<file path="src/rtl/kyber_noise_loader_if.sv">
// kyber_noise_loader_if: 32-bit write bus into the Baby Kyber accelerator register window
interface kyber_noise_loader_if;
    logic        wen_Req;
    logic [31:0] addr_Req;
    logic [31:0] data_Req;
    logic [7:0]  bytelane_Req;
    modport master(output wen_Req, addr_Req, data_Req, bytelane_Req);
    modport slave(input wen_Req, addr_Req, data_Req, bytelane_Req);
endinterface

</file>
<file path="src/rtl/kyber_noise_loader.sv">
// kyber_noise_loader: expands a seed via LFSR into Kyber keygen/encrypt inputs and writes them to the accelerator
module kyber_noise_loader #(
    parameter logic [31:0] BASE_ADDR = 32'h40007000,
    parameter logic [31:0] POLY      = 32'h80200003
) (
    input  logic                         clk,
    input  logic                         rst_n,
    input  logic                         start,
    input  logic [1:0]                   op,
    input  logic [31:0]                  seed,
    input  logic [31:0]                  message,
    output logic                         enable,
    output logic                         busy,
    output logic                         done,
    kyber_noise_loader_if.master         bus
);
    typedef enum logic [3:0] {
        IDLE, GEN_A, GEN_S, GEN_E, TRIG_KG, MSG, GEN_R, GEN_E1, GEN_E2, TRIG_ENC, DONE
    } state_t;

    state_t      state, state_n;
    logic [4:0]  idx, idx_n;
    logic [31:0] l, msg_q, wd, cbd;
    logic [1:0]  op_q;
    logic [11:0] base;
    logic        w, uni;

    assign uni = l[4:0] < 5'd17;
    // -1/0/+1 from l[0]-l[1], sign-extended to 32 bits
    assign cbd = {{31{~l[0] & l[1]}}, l[0] ^ l[1]};

    always_comb begin
        state_n = state;
        w = 1'b0;
        base = 12'h000;
        wd = 32'h0;
        case (state)
            IDLE:     if (start) state_n = op[0] ? GEN_A : (op[1] ? MSG : DONE);
            GEN_A: begin
                w = uni;
                wd = {27'd0, l[4:0]};
                if (uni && idx == 5'd15) state_n = GEN_S;
            end
            GEN_S: begin
                w = 1'b1; base = 12'h040; wd = cbd;
                if (idx == 5'd7) state_n = GEN_E;
            end
            GEN_E: begin
                w = 1'b1; base = 12'h060; wd = cbd;
                if (idx == 5'd7) state_n = TRIG_KG;
            end
            TRIG_KG: begin
                w = 1'b1; base = 12'h164;
                state_n = op_q[1] ? MSG : DONE;
            end
            MSG: begin
                w = 1'b1; base = 12'h080; wd = msg_q;
                state_n = GEN_R;
            end
            GEN_R: begin
                w = 1'b1; base = 12'h084; wd = cbd;
                if (idx == 5'd7) state_n = GEN_E1;
            end
            GEN_E1: begin
                w = 1'b1; base = 12'h0A4; wd = cbd;
                if (idx == 5'd7) state_n = GEN_E2;
            end
            GEN_E2: begin
                w = 1'b1; base = 12'h0C4; wd = cbd;
                if (idx == 5'd3) state_n = TRIG_ENC;
            end
            TRIG_ENC: begin
                w = 1'b1; base = 12'h168;
                state_n = DONE;
            end
            DONE:     state_n = IDLE;
            default:  state_n = IDLE;
        endcase
    end

    // single-write states enter with idx=0, so base+4*idx covers every state
    assign idx_n = (state_n != state) ? 5'd0 : idx + {4'd0, w};

    always_ff @(posedge clk) begin
        if (!rst_n) begin
            state <= IDLE;
            idx <= 5'd0;
            l <= 32'h1;
            op_q <= 2'b00;
            msg_q <= 32'h0;
            enable <= 1'b0;
            busy <= 1'b0;
            done <= 1'b0;
            bus.wen_Req <= 1'b0;
            bus.addr_Req <= 32'h0;
            bus.data_Req <= 32'h0;
            bus.bytelane_Req <= 8'h00;
        end else begin
            state <= state_n;
            idx <= idx_n;
            if (state == IDLE) begin
                if (start) begin
                    l <= (seed == 32'h0) ? 32'h1 : seed;
                    op_q <= op;
                    msg_q <= message;
                end
            end else begin
                l <= (l >> 1) ^ (l[0] ? POLY : 32'h0);
            end
            busy <= state != IDLE;
            enable <= state != IDLE;
            done <= state == DONE;
            bus.wen_Req <= w;
            bus.bytelane_Req <= w ? 8'hFF : 8'h00;
            if (w) begin
                bus.addr_Req <= BASE_ADDR + {20'd0, base + {5'd0, idx, 2'b00}};
                bus.data_Req <= wd;
            end
        end
    end
endmodule

</file>
<file path="src/flat_wrapper.sv">
// flat-port wrapper written by rule: the top's interface ports become plain ports
module kyber_noise_loader_flat 
#(
    parameter logic [31:0] BASE_ADDR = 32'h40007000,
    parameter logic [31:0] POLY      = 32'h80200003
)
  (clk, rst_n, start, op, seed, message, enable, busy, done, bus_wen_Req, bus_addr_Req, bus_data_Req, bus_bytelane_Req);
  kyber_noise_loader_if bus_i ();
  input  logic clk;
  input  logic rst_n;
  input  logic start;
  input  logic [1:0] op;
  input  logic [31:0] seed;
  input  logic [31:0] message;
  output logic enable;
  output logic busy;
  output logic done;
  output wire logic [$bits(bus_i.wen_Req)-1:0] bus_wen_Req;
  output wire logic [$bits(bus_i.addr_Req)-1:0] bus_addr_Req;
  output wire logic [$bits(bus_i.data_Req)-1:0] bus_data_Req;
  output wire logic [$bits(bus_i.bytelane_Req)-1:0] bus_bytelane_Req;
  assign bus_wen_Req = bus_i.wen_Req;
  assign bus_addr_Req = bus_i.addr_Req;
  assign bus_data_Req = bus_i.data_Req;
  assign bus_bytelane_Req = bus_i.bytelane_Req;
  kyber_noise_loader #(.BASE_ADDR(BASE_ADDR), .POLY(POLY)) u_core (.clk(clk), .rst_n(rst_n), .start(start), .op(op), .seed(seed), .message(message), .enable(enable), .busy(busy), .done(done), .bus(bus_i));
endmodule
</file>
<file path="config.mk">
export PLATFORM = sky130hd
export DESIGN_NAME = kyber_noise_loader_flat
export DESIGN_NICKNAME = d
export VERILOG_FILES = /design/src/rtl/kyber_noise_loader_if.sv /design/src/rtl/kyber_noise_loader.sv /design/src/flat_wrapper.sv
export SDC_FILE = /design/constraint.sdc
export NUM_CORES = 1
export LEC_CHECK = 0
export BUFFER_PORTS_ARGS = -buffer_cell sky130_fd_sc_hd__buf_2
export CAP_MARGIN = 20
export CORE_ASPECT_RATIO = 0.6
export CORE_MARGIN = 1.5
export CORE_UTILIZATION = 45
export CTS_CLUSTER_DIAMETER = 40
export DETAILED_ROUTE_END_ITERATION = 16
export GPL_TIMING_DRIVEN = 0
export PLACE_DENSITY = 0.7
export SLEW_MARGIN = 20
export SYNTH_ARGS = -nofsm -noshare
export SYNTH_HDL_FRONTEND = slang
export SYNTH_SLANG_ARGS = --single-unit
</file>
<file path="constraint.sdc">
create_clock -name clk -period 2.9 [get_ports clk]
set_input_delay 0.29 -clock clk [delete_from_list [all_inputs] [get_ports clk]]
set_output_delay 0.29 -clock clk [all_outputs]
set_load 0.01 [all_outputs]
</file>
==> results of run 1 <==
[state kept, by name (all words and copies together) (netlist names)]
name / count
u_core.l: 32
u_core.enable: 1
u_core.done: 1
u_core.state: 4
u_core.bus.addr_Req: 9
u_core.op_q: 1
u_core.idx: 5
u_core.msg_q: 32
u_core.bus.bytelane_Req: 1
u_core.bus.data_Req: 32
[logic make-up after synthesis]
logic type / Yosys count
AOI/OAI and AO/OA: 187
xor gates and xnor gates: 8
adders and majority gates: 8
buffers and inverters: 91
DFF: 118
muxes: 32
other: 1
and+or+nand+nor: 176
[per-stage QoR]
step	setup slack (ps)	hold slack, ps	util, %
6_report	168	122	59.9
5_1_grt	25.8	118	59.9
4_1_cts	70.1	110	59.6
3_5_place_dp	-31.5	447	54.3
3_3_place_gp	32.6	442	54.3
2_1_floorplan	337	421	-
[tightest hold or removal path: cells and delay by family]
family                 cells  cell delay [ps]
buffers and inverters      1              100
AOI/OAI and AO/OA          1               50
and+or+nand+nor            1               50
[routing by layer]
layer	vias to the layer above	global-route usage, %	share of wire [%]
met5	-	0	0
met1	2455	35.0	49
met3	19	6.31	8.3
li1	2518	-	-
met2	221	35.4	42
met4	0	7.26	0.97
[area by class of cell]
class                           instances  area, um^2
Timing Repair Buffer                  125         628
Inverter                                9        33.8
Sequential cell                       118        2360
Clock buffer                           22         494
Buffer                                 81         538
Fill cell                            1094        4930
Clock inverter                          8         169
Tap cell                              165         206
Multi-Input combinational cell        431        2930
[placed cells by master (no fill, tap or decap), drive strengths merged, types with 2 or more instances in the layout]
cell / n
a221oi: 5
bufinv: 5
nand2b: 3
or3: 2
xnor2: 4
ha: 7
o21a: 3
nor2: 41
o21ai: 20
and2: 2
inv: 9
nand3b: 2
and3b: 3
clkinv: 3
nand3: 12
nand4: 3
buf: 188
xor2: 4
clkbuf: 40
a211oi: 37
nor2b: 2
dfxtp: 118
o2bb2ai: 32
nand2: 72
o31a: 2
o211a: 2
nor3: 12
a21oi: 77
conb: 20
nor4b: 3
a21boi: 2
nor4: 11
mux2i: 31
[what timing repair did]
action / CTS / global route
pin swaps: 0 / 0
gates resized for setup: 0 / 7
buffers inserted: 0 / 1
setup endpoints to repair: 1 / 2
[report_power, final]
group	switching [mW]	internal, mW
clock network	0.726	1.63
logic	1.03	0.673
registers	0.194	1.90
total	1.95	4.20
[final timing paths]
| check | from | endpoint | depth (start not counted) |
|---|---|---|---|
| setup / recovery | u_core.state[2]$_SDFF_PN0_ | u_core.bus.addr_Req[6]$_SDFFE_PN0N_ | 13 |
| hold / removal | message[12] | u_core.msg_q[12]$_SDFFE_PN0P_ | 3 |
| setup reg to reg | u_core.state[2]$_SDFF_PN0_ | u_core.bus.addr_Req[6]$_SDFFE_PN0N_ | 13 |
| hold reg to reg | u_core.msg_q[14]$_SDFFE_PN0P_ | u_core.msg_q[14]$_SDFFE_PN0P_ | 2 |
==> impl_metrics.csv, run 1 <==
group,metric,value,unit
pwr,peakVddDrop,0.000414,V
synth,syn_area,0.00577,mm^2
critical_path,crit_top_cell,"clkbuf_4",
critical_path,reg2reg_slack,170,ps
synth,syn_area_per_cell,9.30,um^2
synth,synth_top_area_cell,"dfxtp_1",
outcome,outcome,"finished, final reports clean",
critical_path,cp.required,3220,ps
min_path,min_path_type,"input pin to flip-flop",
synth,yosysMostFrequentCell,"dfxtp_1",
global_route,antenna_found_initial,0,
place,place_inst,929,
synth,yosys.area_share.simple,15.1,%
routing,routed_via_density,5.44,
routing,first_pass_iters,5,
synth,yosysWarnings,0,
routing,drcViolationCount,0,
synth,synthCells,621,
critical_path,worst-path-buf-inv,3,
synth,ys_seq_area_share,40.9,%
clocking,cts_buffers,17,
final_layout,fin_cells,959,
synth,synth-seq-cells,118,
place,dp_hpwl,11.7,mm
synth,synth_compound_area_share,25.5,%
final_layout,drive_gt1_share,33.9,%
clocking,clk_latency,410,ps
synth,async_flop_share,0,%
final_layout,finalNetCount,860,
place,port_buffers,124,
sta,max_freq,366,MHz
clocking,cts-root-buf,"clkbuf_16",
sta,tightest_slew,688,ps
floorplan,die_y,90.7,um
clocking,cts_tree,"done",
clocking,ctsLongestPathBuffers,2,
pwr,p_per_area,836,mW/mm^2
floorplan,start_util,47.0,%
routing,first_iter_violations,363,
place,routabilityCongestion,0.919,
critical_path,crit_chain,"clkbuf_4 -> clkbuf_4 -> nand2b_4 -> nor2_2 -> nor2_1 -> o21ai_0 -> ha_1 -> inv_1 -> fa_1 -> and3b_1 -> or3_1 -> nand4_1 -> a21oi_1",
critical_path,setup.worst_path.end_class,"flip-flop",
pwr,p_leak,3.19,nW
sta,min_period,2730,ps
synth,synth_ff_type,"dfxtp_1",
sta,setup_viol,0,
final_layout,syn2layout_area_growth,27.5,%
critical_path,startpoint_type,"flip-flop",
sta,period_share,94.2,%
critical_path,worstPathArrival,3050,ps
floorplan,core,0.0123,mm^2
sta,clock_skew,8.28,ps
global_route,grt_pass1_vias,5071,
synth,netlist-cell-type-count,62,
synth,yosys-top-cells-area,"dfxtp_1, o2bb2ai_2, a21oi_1",
critical_path,path_class,"flip-flop to flip-flop",
global_route,grt-ovfl-total,0,
floorplan,num_rows,31,
floorplan,ioPinCount,145,
clocking,hold_buffers,0,
final_layout,diodes,0,
flow_run,drv_cap,0,
final_layout,stdcell_area,0.00736,mm^2
critical_path,path_max_fanout,10,
clocking,h-tree-depth,4,
global_route,grt_max_degree,20,
synth,synth-edff-count,0,
clocking,cts.reportedPaths.clkPinSlew,50,ps
pwr,p_total,6.15,mW
critical_path,crit_family,"simple AND/OR/NAND/NOR gates",
routing,final_antenna_net_count,0,
floorplan,die_w,149,um
sta,fin_setup_tns,0,ps
sta,rsz0062_at_grt,"no",
place,dpl-instance-area,0.00667,mm^2
floorplan,die-area,0.0135,mm^2
synth,synth_top_area_share,40.9,%
sta,max-slew-margin-rel,53.8,%
synth,synth_top_family_by_area,"compound AO/OA/AOI/OAI gates",
critical_path,cp_slowest_cell,"fa_1",
routing,vias,5213,
clocking,cts.sinks,118,
sta,slew_violations,0,
global_route,grt_pass1_wl,25.9,mm
critical_path,max_stage_delay,430,ps
synth,synth-adder-area-share,1.86,%
synth,synth_mux_area_share,5.57,%
global_route,gr-usage-all-layers,24.3,%
synth,ys_top_cells_by_count,"dfxtp_1, a21oi_1, nand2_1, nor2_1",
routing,wire_per_inst,16.7,um
sta,hold_viol,0,
synth,synthXorXnorAreaFrac,1.21,%
routing,wl,16.0,mm
Note: power is estimated with default switching activity, not from simulation.
==> run 2, diff against run 1 <==
--- a/config.mk
+++ b/config.mk
@@ -14,6 +14,7 @@
 export DETAILED_ROUTE_END_ITERATION = 16
 export GPL_TIMING_DRIVEN = 0
 export PLACE_DENSITY = 0.7
+export REMOVE_ABC_BUFFERS = 1
 export SLEW_MARGIN = 20
 export SYNTH_ARGS = -nofsm -noshare
 export SYNTH_HDL_FRONTEND = slang
==> run 2 against run 1 <==
Fmax is 2.1% higher. Non-clock buffer count is 72 lower. Combinational power is 14% lower. First-iteration DRC count is 3.3% lower. Sequential cell count stayed put. Die area stayed put. Clock skew is 4.7 ps higher. Wire length is 12% lower. Final area is 6.3% lower. Critical endpoint is now u_core.bus.addr_Req[8]$_SDFFE_PN0N_. Largest power group is now registers.
==> impl_metrics.csv, run 2 (synthesis gave the netlist of run 1 again) <==
group,metric,value,unit
sta,tightest_slew,1030,ps
clocking,cts_tree,"done",
critical_path,cp_slowest_cell,"dfxtp_1",
clocking,h-tree-depth,4,
routing,first_iter_violations,351,
critical_path,path_max_fanout,18,
critical_path,cp.required,3240,ps
clocking,cts-root-buf,"clkbuf_16",
sta,fin_hold_ws,124,ps
clocking,cts.sinks,118,
final_layout,drive_gt1_share,30.1,%
routing,final_antenna_net_count,0,
global_route,grt_pass1_vias,4705,
pwr,p_leak,2.88,nW
pwr,p_seq_share,37.7,%
place,place_inst,857,
final_layout,layout_commonest_cell,"buf_2",
floorplan,die_y,90.7,um
final_layout,syn2layout_area_growth,19.5,%
sta,setup_viol,0,
clocking,clk_latency,410,ps
floorplan,ioPinCount,145,
place,dp_hpwl,9.58,mm
sta,slew_violations,0,
final_layout,diodes,0,
outcome,outcome,"finished, final reports clean",
routing,vias,4872,
critical_path,setup.worst_path.end_class,"flip-flop",
final_layout,multi_input_area,0.00294,mm^2
floorplan,core,0.0123,mm^2
pwr,pwr-share-comb,25.7,%
routing,routed_via_density,5.50,
floorplan,die_w,149,um
floorplan,start_util,47.0,%
final_layout,layout_common_cells,"buf_2, dfxtp_1, a21oi_1",
clocking,cts_buffers,17,
critical_path,path_class,"flip-flop to flip-flop",
final_layout,seq_area,0.00237,mm^2
pwr,p_int,3.85,mW
place,dpl-instance-area,0.00631,mm^2
critical_path,startpoint_type,"flip-flop",
global_route,antenna_found_initial,0,
routing,wl,14.1,mm
routing,first_pass_iters,5,
final_layout,fin_cells,886,
pwr,swShare,32.5,%
critical_path,max_stage_delay,730,ps
floorplan,die-area,0.0135,mm^2
global_route,grt_pass1_wl,23.2,mm
final_layout,nFillCells,1085,
routing,wire_per_inst,15.9,um
sta,rsz0062_at_grt,"no",
clocking,cts.reportedPaths.clkPinSlew,50,ps
critical_path,crit_family,"simple AND/OR/NAND/NOR gates",
final_layout,fin_util,56.1,%
sta,period_share,92.2,%
min_path,min_path_type,"input pin to flip-flop",
global_route,gr-usage-all-layers,21.2,%
pwr,p_switching,1.85,mW
floorplan,num_rows,31,
global_route,grt-ovfl-total,0,
clocking,ctsLongestPathBuffers,2,
pwr,peakVddDrop,0.000389,V
place,port_buffers,124,
routing,drcViolationCount,0,
sta,min_period,2670,ps
final_layout,stdcell_area,0.00690,mm^2
critical_path,worstPathArrival,3020,ps
sta,hold_viol,0,
sta,fin_setup_tns,0,ps
critical_path,crit_chain,"inv_2 -> or3_1 -> fa_1 -> nand4b_1 -> a21oi_1 -> or4_1 -> o2111a_1",
pwr,clkPwrFrac,36.5,%
sta,clock_skew,13.0,ps
sta,max-slew-margin-rel,31.3,%
global_route,grt_max_degree,56,
critical_path,worst-path-buf-inv,1,
final_layout,finalNetCount,788,
sta,max_freq,374,MHz
place,routabilityCongestion,0.894,
flow_run,drv_cap,0,
final_layout,reg.largest.list,"u_core.bus.data_Req x32, u_core.l x32, u_core.msg_q x32",
pwr,p_per_area,826,mW/mm^2
[run 2: cell types whose count changed in the layout (fill, tap and decap cells not counted), moves of 4 or more]
cell / previous run / this run
clkbuf_1: 14 / 0
buf_4: 36 / 5
clkbuf_4: 4 / 0
buf_6: 9 / 2
buf_2: 140 / 124
[run 2: area by class of cell]
type	count	area share [%]
clock buffers	19	6.57
clock inverters	10	1.90
inverters	9	0.526
multi-input cells	431	42.6
flip-flops and latches	118	34.3
well taps	165	2.99
repair buffers	134	11.1
[run 2: routing by layer]
layer	vias to the layer above	global-route usage (%)	part of all wire, %
met5	-	0	0
met4	0	6.68	0.96
met3	15	5.20	7.3
met2	181	30.8	43
met1	2295	30.6	49
li1	2381	-	-
[run 2: worst register-to-register path, stage by stage, from the launching register on]
cell and delay (ps):
dfxtp_1 730, inv_2 260, or3_1 470, fa_1 450, nand4b_1 230, a21oi_1 160, or4_1 130, o2111a_1 180
[run 2: power groups by stage]
stage          logic (mW)  registers, mW  clock network, mW
5_1_grt              1.63           2.19               2.20
6_report             1.47           2.15               2.08
4_1_cts              1.47           2.14               2.12
3_5_place_dp         1.46           2.17                  0
3_3_place_gp         1.33           2.16                  0
2_1_floorplan       0.909           2.16                  0
[run 2: path summary, 6_finish.rpt]
kind | start | endpoint | slack, ps | cells after the start
max | u_core.state[0]$_SDFF_PN0_ | u_core.bus.addr_Req[8]$_SDFFE_PN0N_ | 230 | 7
max reg2reg | u_core.state[0]$_SDFF_PN0_ | u_core.bus.addr_Req[8]$_SDFFE_PN0N_ | 230 | 7
min reg2reg | u_core.msg_q[10]$_SDFFE_PN0P_ | u_core.msg_q[10]$_SDFFE_PN0P_ | 460 | 2
min | message[31] | u_core.msg_q[31]$_SDFFE_PN0P_ | 120 | 3
[run 2: per-stage QoR]
step | power (mW) | setup slack [ps]
3_5_place_dp | 3.63 | -3.80
2_1_floorplan | 3.07 | -1010
4_1_cts | 5.72 | 65.2
5_1_grt | 6.02 | 19.6
3_3_place_gp | 3.49 | -2310
6_report | 5.70 | 225
[run 2: what timing repair did]
action / in CTS / in global routing
setup endpoints to repair: 1 / 2
buffers inserted: 0 / 0
hold endpoints to repair: 0 / 0
resized for setup: 2 / 2
hold buffers: 0 / 0
